### src/rtl/seq_addsub_pkg.sv
// ============================================================================
// seq_addsub_pkg : shared constants and state type for the sequential add/sub
// Rev 1.0
// ============================================================================
`default_nettype none

package seq_addsub_pkg;

   localparam logic MODE_SUB = 1'b0;
   localparam logic MODE_ADD = 1'b1;

   typedef enum logic [1:0] {
      IDLE = 2'd0,
      RUN  = 2'd1,
      DONE = 2'd2
   } state_t;

endpackage

`default_nettype wire

### src/rtl/seq_addsub_chunk_addsub.sv
// ============================================================================
// chunk_addsub : combinational CHUNK-bit ripple adder / borrow subtractor
// Rev 1.0
// ============================================================================
`default_nettype none

module chunk_addsub
   import seq_addsub_pkg::*;
#(
   parameter int CHUNK = 4
) (
   input  logic [CHUNK-1:0] x,
   input  logic [CHUNK-1:0] y,
   input  logic             cin,
   input  logic             mode,
   output logic [CHUNK-1:0] s,
   output logic             cout
);

   logic [CHUNK:0] w_c;

   assign w_c[0] = cin;

   generate
      for (genvar i = 0; i < CHUNK; i++) begin : g_bit
         logic w_p;
         assign w_p      = x[i] ^ y[i];
         assign s[i]     = w_p ^ w_c[i];
         // w_c carries a carry when adding and a borrow when subtracting
         assign w_c[i+1] = (mode == MODE_ADD)
                         ? ((x[i] & y[i])  | (w_p  & w_c[i]))
                         : ((~x[i] & y[i]) | (~w_p & w_c[i]));
      end
   endgenerate

   assign cout = w_c[CHUNK];

endmodule

`default_nettype wire

### src/rtl/seq_addsub.sv
// ============================================================================
// seq_addsub : multi-cycle add/subtract, CHUNK bits per cycle, LSB chunk first
// Rev 1.0
// ============================================================================
`default_nettype none

module seq_addsub
   import seq_addsub_pkg::*;
#(
   parameter int WIDTH = 16,
   parameter int CHUNK = 4
) (
   input  logic             clk,
   input  logic             rst_n,
   input  logic             in_valid,
   output logic             in_ready,
   input  logic [WIDTH-1:0] a,
   input  logic [WIDTH-1:0] b,
   input  logic             bin,
   input  logic             mode,
   output logic             out_valid,
   input  logic             out_ready,
   output logic [WIDTH-1:0] d,
   output logic             bout,
   output logic             ovf,
   output logic             zero
);

   localparam int NCHUNK = WIDTH / CHUNK;
   localparam int IDXW   = (NCHUNK > 1) ? $clog2(NCHUNK) : 1;
   localparam logic [IDXW-1:0] c_LAST = IDXW'(NCHUNK - 1);

   state_t           r_state;
   state_t           w_state_nxt;
   logic [WIDTH-1:0] r_a;
   logic [WIDTH-1:0] r_b;
   logic [WIDTH-1:0] r_d;
   logic [WIDTH-1:0] w_d_nxt;
   logic             r_mode;
   logic             r_cy;
   logic [IDXW-1:0]  r_idx;
   logic             r_bout;
   logic             r_ovf;
   logic             r_zero;
   logic [CHUNK-1:0] w_s;
   logic             w_cout;
   logic             w_accept;
   logic             w_last;
   logic             w_ovf;

   assign w_accept = in_valid & in_ready;
   assign w_last   = (r_state == RUN) && (r_idx == c_LAST);

   chunk_addsub #(
      .CHUNK (CHUNK)
   ) u_chunk (
      .x    (r_a[r_idx*CHUNK +: CHUNK]),
      .y    (r_b[r_idx*CHUNK +: CHUNK]),
      .cin  (r_cy),
      .mode (r_mode),
      .s    (w_s),
      .cout (w_cout)
   );

   // Result as it will look after this cycle's chunk lands; flags on the last
   // chunk are derived from it so they need no extra cycle.
   always_comb begin
      w_d_nxt                       = r_d;
      w_d_nxt[r_idx*CHUNK +: CHUNK] = w_s;
   end

   always_comb begin
      if (r_mode == MODE_ADD)
         w_ovf = (r_a[WIDTH-1] == r_b[WIDTH-1]) && (w_d_nxt[WIDTH-1] != r_a[WIDTH-1]);
      else
         w_ovf = (r_a[WIDTH-1] != r_b[WIDTH-1]) && (w_d_nxt[WIDTH-1] != r_a[WIDTH-1]);
   end

   always_ff @(posedge clk or negedge rst_n) begin
      if (!rst_n)
         r_state <= IDLE;
      else
         r_state <= w_state_nxt;
   end

   always_comb begin
      w_state_nxt = r_state;
      case (r_state)
         IDLE:    if (w_accept)  w_state_nxt = RUN;
         RUN:     if (w_last)    w_state_nxt = DONE;
         DONE:    if (out_ready) w_state_nxt = IDLE;
         default:                w_state_nxt = IDLE;
      endcase
   end

   always_comb begin
      in_ready  = (r_state == IDLE) & rst_n;
      out_valid = (r_state == DONE);
   end

   always_ff @(posedge clk or negedge rst_n) begin
      if (!rst_n) begin
         r_a    <= '0;
         r_b    <= '0;
         r_d    <= '0;
         r_mode <= MODE_SUB;
         r_cy   <= 1'b0;
         r_idx  <= '0;
         r_bout <= 1'b0;
         r_ovf  <= 1'b0;
         r_zero <= 1'b0;
      end else if (w_accept) begin
         r_a    <= a;
         r_b    <= b;
         r_mode <= mode;
         r_cy   <= bin;
         r_idx  <= '0;
      end else if (r_state == RUN) begin
         r_d   <= w_d_nxt;
         r_cy  <= w_cout;
         r_idx <= r_idx + 1'b1;
         if (w_last) begin
            r_bout <= w_cout;
            r_ovf  <= w_ovf;
            r_zero <= (w_d_nxt == '0);
         end
      end
   end

   assign d    = r_d;
   assign bout = r_bout;
   assign ovf  = r_ovf;
   assign zero = r_zero;

endmodule

`default_nettype wire

### config.mk
export PLATFORM = sky130hd
export DESIGN_NAME = seq_addsub
export DESIGN_NICKNAME = d
export VERILOG_FILES = /design/src/rtl/seq_addsub_pkg.sv /design/src/rtl/seq_addsub_chunk_addsub.sv /design/src/rtl/seq_addsub.sv
export SDC_FILE = /design/constraint.sdc
export NUM_CORES = 1
export LEC_CHECK = 0
export CAP_MARGIN = 30
export CELL_PAD_IN_SITES_DETAIL_PLACEMENT = 1
export CELL_PAD_IN_SITES_GLOBAL_PLACEMENT = 1
export CORE_MARGIN = 2
export CORE_UTILIZATION = 40
export CTS_CLUSTER_DIAMETER = 60
export DETAILED_ROUTE_END_ITERATION = 6
export GPL_TIMING_DRIVEN = 0
export PLACE_DENSITY = 0.78
export SLEW_MARGIN = 20
export SYNTH_ARGS = -nofsm -noshare
export SYNTH_HDL_FRONTEND = slang
export SYNTH_SLANG_ARGS = --single-unit
### constraint.sdc
create_clock -name clk -period 4.9 [get_ports clk]
set_clock_uncertainty 0.05 [all_clocks]
set_input_delay 0.98 -clock clk [delete_from_list [all_inputs] [get_ports clk]]
set_output_delay 0.98 -clock clk [all_outputs]
set_load 0.01 [all_outputs]
==> reports/metrics.yaml <==
clock_network:
  hold_buffers: 0
  clkLatencyLatePin_ps: 340
  root_buffer: "clkbuf_8"
  cts_setup_buffers: 0
  cts_sinks: 57
  cts_htree_levels: 3
  cts_buffers: 9
  clock_path_buffers: 2
  cts_tree: "built"
  ctsResizeCount: 0
  clkTransAtPathRegs_ps: 60
routing:
  dr.pass1.iters: 4
  num_vias: 2080
  drcViolationCount: 0
  avgRoutedWirePerCell_um: 16.1
  ant_nets: 0
  avgViaCountPerCell: 5.05
  drtIter0Drc: 48
  drt_wl_total_um: 6640
yosys:
  yosysUniqueCellTypes: 39
  yosys-top-cells-area: "dfrtp_1 48%, mux2_1 13%, mux4_2 6.1%, fa_1 5.4%, nand2_1 3.8%"
  ys_seq_area_share_pct: 48.2
  netlist_instances: 240
  synth.cell_area_mm2: 0.00296
  synth_area_per_cell_um2: 12.3
  synth-main-ff-cell: "dfrtp_1"
  synth_top_cell_by_area: "dfrtp_1"
  synth-edff-count: 0
  yosysMostFrequentCell: "dfrtp_1"
  ys_warn_count: 0
  synth_nets: 292
  yosys-top-cells-count: "57 x dfrtp_1, 34 x mux2_1, 30 x nand2_1"
  async_reset_ff_share_pct: 100
  ys_seq_elements: 57
  synth_top_area_share_pct: 48.2
timing:
  worst_pin_slew_ps: 667
  rsz0062_at_grt: "false"
  finalSetupViolCount: 0
  fin_crit_sh_pct: 93.8
  hold_viol_final: 0
  hold_ws_ps: 384
  slew_violations: 0
  relSlewSlack_pct: 55.5
  fmax_mhz: 218
  finalCriticalPeriod_ps: 4600
cells_and_area:
  nets: 362
  fin_cells: 412
  utilization_pct: 53.4
  drive_above_1_share_pct: 11.2
  syn2layout_area_growth_pct: 30.1
  fillers: 802
  multi_input_area_mm2: 0.00143
  seq_area_mm2: 0.00143
  antenna_cells: 0
critical_path:
  cp.arrival_ps: 4760
  cpPeakStageDelay_ps: 590
  crit_chain: "buf_2, mux4_2, inv_1, fa_1, mux2i_1, fa_1, mux2_1, fa_1, mux2i_1, fa_1, nor2_1, a31oi_4, mux2i_1, o21ai_1"
  path_class: "reg -> reg"
  start_kind: "register"
  required_ps: 5060
  path_common_cell: "fa_1"
  path_max_fanout: 10
  critPathSlowestCell: "mux4_2"
  end_kind: "register"
placed_design:
  place_inst: 398
  routabilityCongestion: 0.777
  port_buffers: 58
  place_hpwl_um: 5010
outcome:
  status: "finished clean"
pwr:
  p_leak_uw: 0.00164
  ir_drop_mv: 0.270
  powerDensity_mw_per_mm2: 700
floorplanning:
  rows: 31
  die_h_um: 90.0
  coreArea_mm2: 0.00721
  io_pins: 59
  initial_core_util_pct: 41.0
  dieArea_mm2: 0.00811
  die_w_um: 90.0
grt:
  grt_pass1_wl_um: 11600
  antenna_found_initial: 0
  grt_pass1_vias: 2367
  groute.usage.overall_pct: 18.5
  overflow: 0
  grt_max_degree: 58
flow_run:
  maxCapViolations: 0
hold_path:
  hp-class: "in -> async"
## per-layer routing
metal,share of wire (%),track usage (%)
met2,50,31.4
met3,3.9,4.95
met1,44,22.1
met5,0,0
met4,2.2,8.08
## worst max-delay path: cells and delay by family, from the launching register on
kind | cells | cell delay, ps
AOI/OAI and AO/OA | 2 | 240
adders and majority gates | 4 | 1450
buffers and inverters | 2 | 460
DFF | 1 | 460
muxes | 5 | 1500
and+or+nand+nor | 1 | 320
## cells by family after synthesis
group | Yosys count | share of synthesized area, %
AND/OR/NAND/NOR | 65 | 11.9
flip-flops | 57 | 48.2
XOR/XNOR | 1 | 0.296
buffers and inverters | 20 | 3.38
adder cells (fa/ha/maj) | 14 | 7.95
multiplexers | 46 | 20.4
AO/OA/AOI/OAI | 37 | 7.90
## layout by cell type, fill, tap and decap left out, types with 4 or more instances in the layout
cell / n
clkbuf_1: 7
a31oi_1: 8
mux4_2: 8
dfrtp_1: 57
clkbuf_8: 11
nand2_1: 30
mux2i_1: 4
ha_1: 6
nor2b_1: 10
clkdlybuf4s50_1: 57
o21ai_1: 16
inv_1: 10
fa_1: 8
nor2_1: 5
mux2_1: 34
## worst paths after layout
path                                            from             endpoint  slack (ps)  depth (start not counted)
worst max register to register  r_idx[0]$_DFFE_PN0P_      ovf$_DFFE_PN0P_         300                         14
worst min register to register   r_b[10]$_DFFE_PN0P_  r_b[10]$_DFFE_PN0P_         430                          1
max in group asynchronous                      rst_n  r_b[11]$_DFFE_PN0P_        3960                          2
worst min-delay path                           rst_n   r_a[1]$_DFFE_PN0P_         380                          1
min in group clk                 r_b[10]$_DFFE_PN0P_  r_b[10]$_DFFE_PN0P_         430                          1
worst max-delay path            r_idx[0]$_DFFE_PN0P_      ovf$_DFFE_PN0P_         300                         14
## metrics by stage
| stage | cell area [um2] | setup TNS, ps | setup slack, ps | total power, uW |
|---|---|---|---|---|
| after floorplan | 2960 | 0 | 782 | 1840 |
| after CTS | 3850 | 0 | 226 | 2750 |
| after global placement | 3660 | -1380 | -573 | 2280 |
| final | 3850 | 0 | 303 | 2700 |
| after global routing | 3850 | 0 | 0.825 | 2950 |
| after detailed placement | 3690 | 0 | 228 | 2350 |
## sequential cells by signal, indices dropped and copies added (netlist names)
register / flops
r_a: 16
r_b: 16
zero: 1
r_idx: 2
ovf: 1
d: 16
r_mode: 1
bout: 1
r_state: 2
r_cy: 1
## layout make-up
| cell class | instances | area share [%] |
|---|---|---|
| Buffer | 10 | 1.62 |
| Sequential cell | 57 | 37.0 |
| Tap cell | 99 | 3.22 |
| Clock buffer | 14 | 4.22 |
| Timing Repair Buffer | 59 | 15.7 |
| Multi-Input combinational cell | 163 | 37.2 |
| Inverter | 10 | 0.974 |
## where the power goes
part,switching [uW],internal (uW)
registers,133,682
logic,825,678
clock network,173,206
No activity file was read; power rests on OpenSTA's default activity.
